<file path="config.mk">
export PLATFORM = sky130hd
export DESIGN_NAME = hs_rr_sched
export DESIGN_NICKNAME = d
export VERILOG_FILES = /design/src/rtl/hs_pkg.sv /design/src/rtl/hs_sync.sv /design/src/rtl/hs_rr_sched.sv
export SDC_FILE = /design/constraint.sdc
export NUM_CORES = 1
export LEC_CHECK = 0
export ABC_AREA = 0
export CORE_AREA = 2 2 39 41
export DETAILED_ROUTE_END_ITERATION = 8
export DIE_AREA = 0 0 41 43
export HOLD_SLACK_MARGIN = 0.06
export PLACE_DENSITY = 0.81
export SYNTH_ARGS = -nofsm -noshare
export SYNTH_HDL_FRONTEND = slang
export SYNTH_SLANG_ARGS = --single-unit
</file>
<file path="constraint.sdc">
create_clock -name clk -period 1.9 [get_ports clk]
set_input_delay 0.38 -clock clk [delete_from_list [all_inputs] [get_ports clk]]
set_output_delay 0.38 -clock clk [all_outputs]
set_load 0.02 [all_outputs]
</file>
<file path="src/rtl/hs_pkg.sv">
// Shared types and helpers for the two-phase handshake scheduler family.
package hs_pkg;

  typedef enum logic {
    IDLE = 1'b0,
    WAIT = 1'b1
  } hs_state_t;

  localparam int HS_SYNC_STAGES = 2;
  localparam int HS_MAX_N       = 8;

  // First set bit of vec at or after ptr, wrapping modulo n (n <= HS_MAX_N, ptr < n).
  function automatic logic [2:0] rr_pick(input logic [2:0] ptr,
                                         input logic [HS_MAX_N-1:0] vec,
                                         input int n);
    logic [2:0] pick;
    logic       found;
    int         idx;
    pick  = '0;
    found = 1'b0;
    for (int i = 0; i < HS_MAX_N; i++) begin
      idx = int'(ptr) + i;
      if (idx >= n) idx = idx - n;
      if (i < n && !found && vec[idx[2:0]]) begin
        found = 1'b1;
        pick  = idx[2:0];
      end
    end
    return pick;
  endfunction

endpackage

</file>
<file path="src/rtl/hs_sync.sv">
// Single-bit multi-stage synchroniser, synchronously cleared to 0.
module hs_sync #(
  parameter int STAGES = 2
) (
  input  logic clk,
  input  logic rst,
  input  logic d,
  output logic q
);

  logic [STAGES-1:0] chain;

  always_ff @(posedge clk) begin
    if (rst) chain <= '0;
    else     chain <= {chain[STAGES-2:0], d};
  end

  assign q = chain[STAGES-1];

endmodule

</file>
<file path="src/rtl/hs_rr_sched.sv">
// Round-robin scheduler sharing one two-phase req/ack/dat channel among N
// two-phase upstream channels. All outputs are registered.
module hs_rr_sched
  import hs_pkg::*;
#(
  parameter int N           = 2,
  parameter int SYNC_STAGES = HS_SYNC_STAGES,
  localparam int SW         = $clog2(N)
) (
  input  logic          clk,
  input  logic          rst,
  input  logic          en,
  input  logic [N-1:0]  mask,
  input  logic [N-1:0]  in_req,
  output logic [N-1:0]  in_ack,
  input  logic [N-1:0]  in_dat,
  output logic          out_req,
  input  logic          out_ack,
  output logic          out_dat,
  output logic [SW-1:0] sel,
  output logic          busy,
  output hs_state_t     state
);

  // Two-phase handshake: a channel is pending while req level != ack level;
  // the receiver completes it by toggling ack to match req. Every level resets to 0.

  logic [N-1:0]  req_s;
  logic          ack_s;
  logic [N-1:0]  pending;
  logic [N-1:0]  elig;
  logic [HS_MAX_N-1:0] elig_vec;
  logic [SW-1:0] pick;

  hs_state_t     state_q, state_d;
  logic [SW-1:0] ptr_q, ptr_d;
  logic [SW-1:0] sel_d;
  logic [N-1:0]  in_ack_d;
  logic          out_req_d, out_dat_d, busy_d;

  for (genvar g = 0; g < N; g++) begin : g_req_sync
    hs_sync #(.STAGES(SYNC_STAGES)) u_req_sync (
      .clk (clk),
      .rst (rst),
      .d   (in_req[g]),
      .q   (req_s[g])
    );
  end

  hs_sync #(.STAGES(SYNC_STAGES)) u_ack_sync (
    .clk (clk),
    .rst (rst),
    .d   (out_ack),
    .q   (ack_s)
  );

  assign pending = req_s ^ in_ack;
  assign elig    = pending & ~mask;

  always_comb begin
    elig_vec         = '0;
    elig_vec[N-1:0]  = elig;
    pick             = SW'(rr_pick(3'(ptr_q), elig_vec, N));
  end

  always_comb begin
    state_d   = state_q;
    ptr_d     = ptr_q;
    sel_d     = sel;
    in_ack_d  = in_ack;
    out_req_d = out_req;
    out_dat_d = out_dat;
    busy_d    = busy;
    case (state_q)
      IDLE: begin
        if (en && (elig != '0)) begin
          sel_d     = pick;
          out_dat_d = in_dat[pick];
          out_req_d = ~out_req;
          busy_d    = 1'b1;
          state_d   = WAIT;
        end
      end
      WAIT: begin
        if (ack_s == out_req) begin
          in_ack_d[sel] = ~in_ack[sel];
          ptr_d         = (sel == SW'(N - 1)) ? '0 : sel + SW'(1);
          busy_d        = 1'b0;
          state_d       = IDLE;
        end
      end
      default: state_d = IDLE;
    endcase
  end

  always_ff @(posedge clk) begin
    if (rst) begin
      state_q <= IDLE;
      ptr_q   <= '0;
      sel     <= '0;
      in_ack  <= '0;
      out_req <= 1'b0;
      out_dat <= 1'b0;
      busy    <= 1'b0;
    end else begin
      state_q <= state_d;
      ptr_q   <= ptr_d;
      sel     <= sel_d;
      in_ack  <= in_ack_d;
      out_req <= out_req_d;
      out_dat <= out_dat_d;
      busy    <= busy_d;
    end
  end

  assign state = state_q;

endmodule
</file>
==> reports/results.ini <==
[setup_path]
cp.arrival_ns=1.40
path_max_fanout=9
cp_cell_sequence=clkdlybuf4s50_1
crit_type=flip-flop to primary output
crit_cells=1
start_kind=flip-flop
critPathBufInv=1
ff2ff_setup_slack_ns=0.53
end_kind=primary output
cpLargestDelayFamily=buffers and inverters
crit_slowest_cell=clkdlybuf4s50_1
critical_path_required_ns=1.52
r2r_cells=4
worst_path_largest_cell_delay_ns=0.66

[yosys]
syn_inst=49
syn_area_um2=523
yosys_warnings=0
ys_seq_area_share_pct=53.6
yosys.cell_types.count=20
postSynthAreaPerCell_um2=10.7
synthesis.nets=59
ys_ff_latch=14

[clock_network]
cts_tree=done
h-tree-depth=1
cts_buffers=3
clk_pin_slew_ns=0.07
clock-root-buffer=clkbuf_4
post_cts_buffers=0
cts_resized=0
hold_buffers=0
clock_latency_ns=0.26
ctsLongestPathBuffers=2
clock-sinks=14

[outcome]
status=complete, no violations

[cells_and_area]
final_common_cell=clkdlybuf4s50_1
area_growth_pct=38.0
drive_gt1_share_pct=7.46
fin_nets=79
utilization_pct=52.2
design_area_um2=722
antenna_cells=0
most-common-layout-cells=clkdlybuf4s50_1 (16), dfxtp_1 (14), nor2b_1 (6)

[sta]
hold_viol=0
final_max_slew_viol_count=0
fmax_ghz=0.562
fin_crit_ns=1.78
setup-violations-final=0
slew_headroom_pct=69.6
tns_ns=0
rsz0062_at_grt=no
tightest_slew_ns=0.455
finalClockSkew_ns=0.000393
period_share_pct=93.6

[power]
p_leak_nw=0.266
power.total_mw=0.533
ir_drop_mv=0.363
power_density_mw_per_mm2=739

[detailed_routing]
ant_nets=0
wl_per_cell_um=9.99
drtIter0Drc=5
routed_wl_um=829
num_vias=382
firstDrtPassIters=4
drc_errors=0
via_per_inst=4.60

[global_routing]
grt_use_total_pct=12.7
grt_max_degree=15
grt_pass1_vias=384
grt_overflow_total=0
grt_pass1_wl_um=1500
antenna_found_initial=0

[die]
die_w_um=41
start_util_pct=37.8
ios=17
rows=14
core_mm2=0.00138
die_h_um=43
die_area_mm2=0.00176

[placement]
place_area_um2=699
io_buffer_count=16
globalplace.congestion=0.673

[flow_run]
cap_violations=0

[min_path]
hold_depth=1
hp-class=flip-flop to flip-flop

[per-stage QoR]
step                hold WS [ns]  worst slack, ns  std cells
CTS                        0.444            0.108         83
detailed placement         0.426            0.107         80
floorplan                  0.414            0.536         49
finish                     0.441            0.122         83
global placement           0.418            0.129         80
global route               0.459           0.0509         83
[power by group]
group | total (mW) | internal [mW] | switching [mW]
Combinational | 0.0663 | 0.0387 | 0.0276
Sequential | 0.311 | 0.305 | 0.00632
Clock | 0.156 | 0.0732 | 0.0828
Total | 0.533 | 0.416 | 0.117
[cell families (layout without fill, tap and decap cells)]
logic type	count (synthesis)	after routing	share of synthesized area [%]
compound gates	8	8	13.4
xor+xnor	6	6	10.0
buf+inv	3	21	2.15
flops	14	14	53.6
mux	1	1	1.91
simple gates	17	17	18.9
[area by class of cell]
type	instances	area, um2
clock buffers	3	22.5
fillers	130	662
inverters	2	7.51
multi-input cells	32	231
flip-flops and latches	14	280
well taps	16	20.0
repair buffers	16	160
[synth_stat cells]
cell / n / area [um2]
a211oi_1: 1 / 7.51
a21oi_1: 3 / 15.0
a221oi_1: 1 / 8.76
a221oi_2: 1 / 15.0
a2bb2oi_2: 1 / 15.0
a311oi_1: 1 / 8.76
clkbuf_1: 1 / 3.75
dfxtp_1: 14 / 280
inv_1: 2 / 7.51
mux2i_1: 1 / 10.0
nand2b_1: 1 / 6.26
nand3_1: 1 / 5.00
nand3b_1: 1 / 7.51
nor2_1: 5 / 18.8
nor2b_1: 6 / 37.5
nor3b_1: 1 / 7.51
or2b_1: 1 / 7.51
or3b_1: 1 / 8.76
xnor2_1: 2 / 17.5
xor2_1: 4 / 35.0
[per-layer routing]
metal / up-vias / global-route usage (%) / share of wire (%)
met1: 159 / 16.3 / 48
met5: - / 0 / 0
met4: 0 / 8.00 / 0.48
met3: 2 / 3.14 / 7.0
li1: 208 / - / -
met2: 13 / 18.1 / 44
[final timing paths]
check                                               startpoint                                            to
hold reg to reg   g_req_sync[0].u_req_sync.chain[0]$_SDFF_PP0_  g_req_sync[0].u_req_sync.chain[1]$_SDFF_PP0_
setup / recovery                              state$_SDFF_PP0_                                         state
setup reg to reg                              state$_SDFF_PP0_                          out_dat$_SDFFE_PP0P_
hold / removal    g_req_sync[0].u_req_sync.chain[0]$_SDFF_PP0_  g_req_sync[0].u_req_sync.chain[1]$_SDFF_PP0_
[flip-flops by register name, summed over array words and instances (netlist names)]
name / count
busy: 1
state: 1
out_req: 1
out_dat: 1
u_ack_sync.chain: 2
in_ack: 2
ptr_q: 1
g_req_sync.u_req_sync.chain: 4
sel: 1
Note: power is estimated with default switching activity, not from simulation.
